$ cat config.mk
export PLATFORM = sky130hd
export DESIGN_NAME = aes_byte_serializer
export DESIGN_NICKNAME = d
export VERILOG_FILES = /design/src/rtl/aes_pkg.sv /design/src/rtl/aes_block_slot.sv /design/src/rtl/aes_byte_serializer.sv
export SDC_FILE = /design/constraint.sdc
export NUM_CORES = 1
export LEC_CHECK = 0
export ABC_CLOCK_PERIOD_IN_PS = 3230
export CORE_MARGIN = 1.5
export CORE_UTILIZATION = 45
export DETAILED_ROUTE_END_ITERATION = 8
export DONT_BUFFER_PORTS = 1
export PLACE_DENSITY = 0.64
export SYNTH_ARGS = -nofsm -noshare
export SYNTH_HDL_FRONTEND = slang
export SYNTH_HIERARCHICAL = 1
export SYNTH_SLANG_ARGS = --single-unit
$ cat constraint.sdc
create_clock -name clk -period 3.23 [get_ports clk]
set_clock_uncertainty 0.05 [all_clocks]
set_input_delay 0.969 -clock clk [delete_from_list [all_inputs] [get_ports clk]]
set_output_delay 0.969 -clock clk [all_outputs]
set_load 0.005 [all_outputs]
$ cat src/rtl/aes_pkg.sv
// Shared AES block-path constants and the byte-serializer state encoding.
package aes_pkg;

    localparam int AES_BLOCK_BYTES = 16;
    localparam int AES_BLOCK_W     = 8 * AES_BLOCK_BYTES;

    localparam logic SER_IDLE = 1'b0;
    localparam logic SER_SEND = 1'b1;

    typedef enum logic {
        ST_IDLE = SER_IDLE,
        ST_SEND = SER_SEND
    } ser_state_e;

endpackage

$ cat src/rtl/aes_block_slot.sv
// One-entry block holding register with a full flag; load fills it, take empties it.
module aes_block_slot
    import aes_pkg::*;
#(
    parameter int W = AES_BLOCK_W
) (
    input  logic         clk,
    input  logic         reset,
    input  logic         load,
    input  logic         take,
    input  logic [W-1:0] din,
    output logic [W-1:0] dout,
    output logic         full
);

    always_ff @(posedge clk or negedge reset) begin
        if (!reset) begin
            dout <= '0;
            full <= 1'b0;
        end else if (load) begin
            dout <= din;
            full <= 1'b1;
        end else if (take) begin
            full <= 1'b0;
        end
    end

endmodule

$ cat src/rtl/aes_byte_serializer.sv
// Serializes finished AES blocks into an MSB-first valid/ready byte stream,
// with one pending slot so the next block can queue while the current one drains.
//
// state | meaning
// IDLE  | no active block, waiting for blk_valid
// SEND  | active block being shifted out one byte per transfer
module aes_byte_serializer
    import aes_pkg::*;
#(
    parameter int NBYTES = AES_BLOCK_BYTES,
    parameter int CNT_W  = 4
) (
    input  logic                clk,
    input  logic                reset,
    input  logic                blk_valid,
    input  logic [8*NBYTES-1:0] blk_data,
    output logic                blk_ready,
    output logic                byte_valid,
    output logic [7:0]          byte_data,
    input  logic                byte_ready,
    output logic                byte_last,
    output logic                busy
);

    localparam int BLK_W = 8 * NBYTES;

    ser_state_e       state_q, state_d;
    logic [CNT_W-1:0] count_q, count_d;
    logic [BLK_W-1:0] active_q, active_d;
    logic [BLK_W-1:0] pend_data;
    logic             pend_full;
    logic             pend_load, pend_take;
    logic             blk_acc, xfer, at_last;

    assign blk_ready  = ~pend_full;
    assign byte_valid = (state_q == ST_SEND);
    assign byte_data  = active_q[BLK_W-1 -: 8];
    assign at_last    = (count_q == CNT_W'(NBYTES - 1));
    assign byte_last  = byte_valid & at_last;
    assign busy       = byte_valid | pend_full;

    assign blk_acc = blk_valid & blk_ready;
    assign xfer    = byte_valid & byte_ready;

    aes_block_slot #(.W(BLK_W)) u_pending (
        .clk   (clk),
        .reset (reset),
        .load  (pend_load),
        .take  (pend_take),
        .din   (blk_data),
        .dout  (pend_data),
        .full  (pend_full)
    );

    always_ff @(posedge clk or negedge reset) begin
        if (!reset) begin
            state_q  <= ST_IDLE;
            count_q  <= '0;
            active_q <= '0;
        end else begin
            state_q  <= state_d;
            count_q  <= count_d;
            active_q <= active_d;
        end
    end

    always_comb begin
        state_d   = state_q;
        count_d   = count_q;
        active_d  = active_q;
        pend_load = 1'b0;
        pend_take = 1'b0;
        case (state_q)
            ST_IDLE: begin
                if (blk_acc) begin
                    active_d = blk_data;
                    count_d  = '0;
                    state_d  = ST_SEND;
                end
            end
            ST_SEND: begin
                if (xfer && at_last) begin
                    // Reload without an idle cycle: pending first, else a block arriving now.
                    count_d = '0;
                    if (pend_full) begin
                        active_d  = pend_data;
                        pend_take = 1'b1;
                    end else if (blk_acc) begin
                        active_d = blk_data;
                    end else begin
                        active_d = '0;
                        state_d  = ST_IDLE;
                    end
                end else begin
                    if (xfer) begin
                        active_d = {active_q[BLK_W-9:0], 8'h00};
                        count_d  = count_q + CNT_W'(1);
                    end
                    pend_load = blk_acc;
                end
            end
            default: state_d = ST_IDLE;
        endcase
    end

endmodule
==> results.md <==
* Status: finished clean
* Pleak at approximately 0.0056 uW
* Core ar. at roughly 29000 sq um
* GRT overflow at 0
* Count of final max-slew check failures at 0
* Clock-pin transition on the worst setup and hold timing paths at ~0.060 ns
* Die Area at 30400 sq um
* Port bufs at 0
* Post CTS Setup Buffer Count at 0
* Die extent in y at 174 um
* Avg Cell Area, Syn at 11.2 sq um
* Worst path arrival time at roughly 1.7 ns
* Async SR Flop Fraction at 1.00
* CTS Buffer Depth at 3
* Synth Area in Adders at 0.000947
* Flip-flop and latch count after synthesis at 262
* Area leader, netlist: dfrtp_1
* Resized cells post-CTS at 0
* Initial DRC Count at approximately 870
* Seq/Total Area, Yosys at 0.496
* Largest net degree at the start of global routing at 263
* GRT Total Usage at 0.225
* Initial antenna violation count at 0
* Most used DFF post-synth: dfrtp_1
* Internal power at about 8700 uW
* Initial Util at 0.459
* Drt drc at 0
* CTS tree: done
* Hold WC Path Type: in2async
* # H-tree levels at 1
* Synth area leaders: dfrtp_1, mux2_2, a221oi_1, o21a_1, o31ai_1
* Part of the power in combinational logic at 0.273
* WL/cell at 22.8 um
* Synth Instances at between 1000 and 1500
* Critical Path RT at 2.21 ns
* Synth Area in Simple Gates at 0.0480
* # hold bufs at CTS at 0
* Achievable Freq at 0.367 GHz
* Worst Tran Pin Value at about 0.80 ns
* First-pass GRT wire length at roughly 56000 um
* Crit end category: output port
* Clk pwr share at 0.261
* DR vias at 9707
* Layout cells sized above 1 at 0.183
* Worst Hold Margin at 0.0734 ns
* Post-synthesis compound-gate area fraction at 0.284
* Pre-CTS worst setup slack at about 0.76 ns
* # diodes at 0
* IO Count at between 100 and 150
* Worst Setup Start Kind: flip-flop
* Reg power frac at 0.466
* WL final at between 30000 and 40000 um
* RD Place Congestion at 0.741
* Num CTS Buffers at 28
* Synthesized Nets at 1311
* Mux contribution to synthesized area at 0.111
* P_sw at about 4000 uW
* Commonest cells post-synth: dfrtp_1, mux2_2, nand2_1, o21a_1, o22ai_1
* Setup TNS at 0 ns
* Max cap viols at 0
* Synth top area share at 0.496
* Fin. Hold Viols at 0
* Final WS setup at 0.506 ns
* CP max FO at 23
* Die width at 174 um
* Root buf cell: clkbuf_16
* Mean number of vias per cell at 6.48
* DRT Pass-1 Iters at 5
* Num rows at 62
* Pwr Density at 895 nW/um^2
* Fin nets at approximately 1200
* Vias in the first global route at 9832
* Crit Path Class: reg2out
* Final min period at around 2.7 ns
* Mapped Area at 13200 sq um
* Area Growth Syn to Fin at 7.13%
* Post-detailed-placement half-perimeter wirelength at approximately 19000 um
* Synth Area in XOR/XNOR at 0.000663
* Post-synth EDFFs at 0
* Synth cell types at 35
* Final Cycle Share at 0.843
* Rel. slew slack at 0.464
* Syn. warnings at 6
* Main combinational cell family by area after synthesis: compound AO/OA/AOI/OAI gates
* Worst vdd ir at 395 uV
* CTS Sinks at 262
* Switching power share of the total at 0.316
* RSZ-0062 raised after global routing: false
* Number of setup violations in the final report at 0
* Post-route ant nets at 0
* Cell with the most instances after synthesis: dfrtp_1
* Worst skew pair latency at 0.54 ns
-- through the flow --
stage                util  instance area, sq um  power [uW]  instances
CTS                 0.492                 14200       12800       1499
detailed placement  0.459                 13200        9410       1449
global placement    0.459                 13200        9260       1449
finish              0.492                 14200       12700       1499
global route        0.492                 14200       13400       1499
floorplan               -                 13200        8650       1178
-- power by group through the flow --
stage / Combinational (uW) / Sequential, uW / Clock (uW)
floorplan: 3130 / 5520 / 0
global placement: 3360 / 5900 / 0
detailed placement: 3460 / 5960 / 0
CTS: 3470 / 5910 / 3380
global route: 3830 / 6110 / 3500
finish: 3450 / 5910 / 3310
-- path summary, 6_finish.rpt --
path                                start                  end  slack (ns)  cells past startpoint
setup / recovery           u_pending/full            blk_ready        0.51                      2
hold / removal                      reset  u_pending/dout[103]        0.07                      0
setup reg to reg           u_pending/full         active_q[29]        0.80                      4
hold reg to reg             active_q[122]        active_q[122]        0.45                      2
max in group asynchronous           reset       u_pending/full        2.53                      0
min in group clk            active_q[122]        active_q[122]        0.45                      2
-- sequential cells by signal (all words and copies together) (netlist names) --
signal          count
active_q          128
byte_valid          1
count_q             4
u_pending/dout    128
u_pending/full      1
-- layer usage --
metal	vias to the layer above	wire, um	GRT usage
met4	0	396	0.0467
met1	5005	15300	0.308
met5	-	0	0
li1	4446	-	-
met2	227	16100	0.361
met3	29	2460	0.0564
-- critical path, stage by stage (launching register included) --
cell     delay, ns
dfrtp_4       0.63
buf_4         0.38
inv_1         0.16
-- kinds of logic (layout without fill, tap and decap cells) --
logic type,count (synthesis),in the layout
compound gates,497,497
flops,262,262
simple gates,151,151
buf+inv,136,73
mux,130,130
fa+ha+maj,1,1
xor+xnor,1,1
-- cell type report --
cell class / instances / area, sq um
Sequential cell: 262 / 6560
Clock inverter: 3 / 65.1
Clock buffer: 47 / 883
Tap cell: 384 / 480
Inverter: 3 / 11.3
Timing Repair Buffer: 20 / 238
Fill cell: 2600 / 14600
Multi-Input combinational cell: 780 / 5910
-- cell usage in the layout, fill, tap and decap left out, types with 2 or more instances in the layout --
master / netlist / final
dfrtp_4: 0 / 2
clkbuf_8: 0 / 9
nand3_4: 1 / 2
nand3_1: 3 / 2
o21ai_0: 4 / 4
buf_4: 14 / 13
a221oi_2: 3 / 3
a221oi_1: 117 / 117
bufinv_16: 0 / 2
and3_1: 7 / 7
mux2_2: 129 / 129
o21a_1: 121 / 120
o22ai_1: 121 / 121
o31ai_1: 120 / 120
nand2_1: 128 / 128
inv_1: 3 / 3
nor2_1: 3 / 2
dfrtp_1: 262 / 260
clkbuf_16: 0 / 29
a221o_1: 8 / 8
clkbuf_1: 70 / 9
buf_12: 0 / 7
Power figures use the tool's default switching activity.
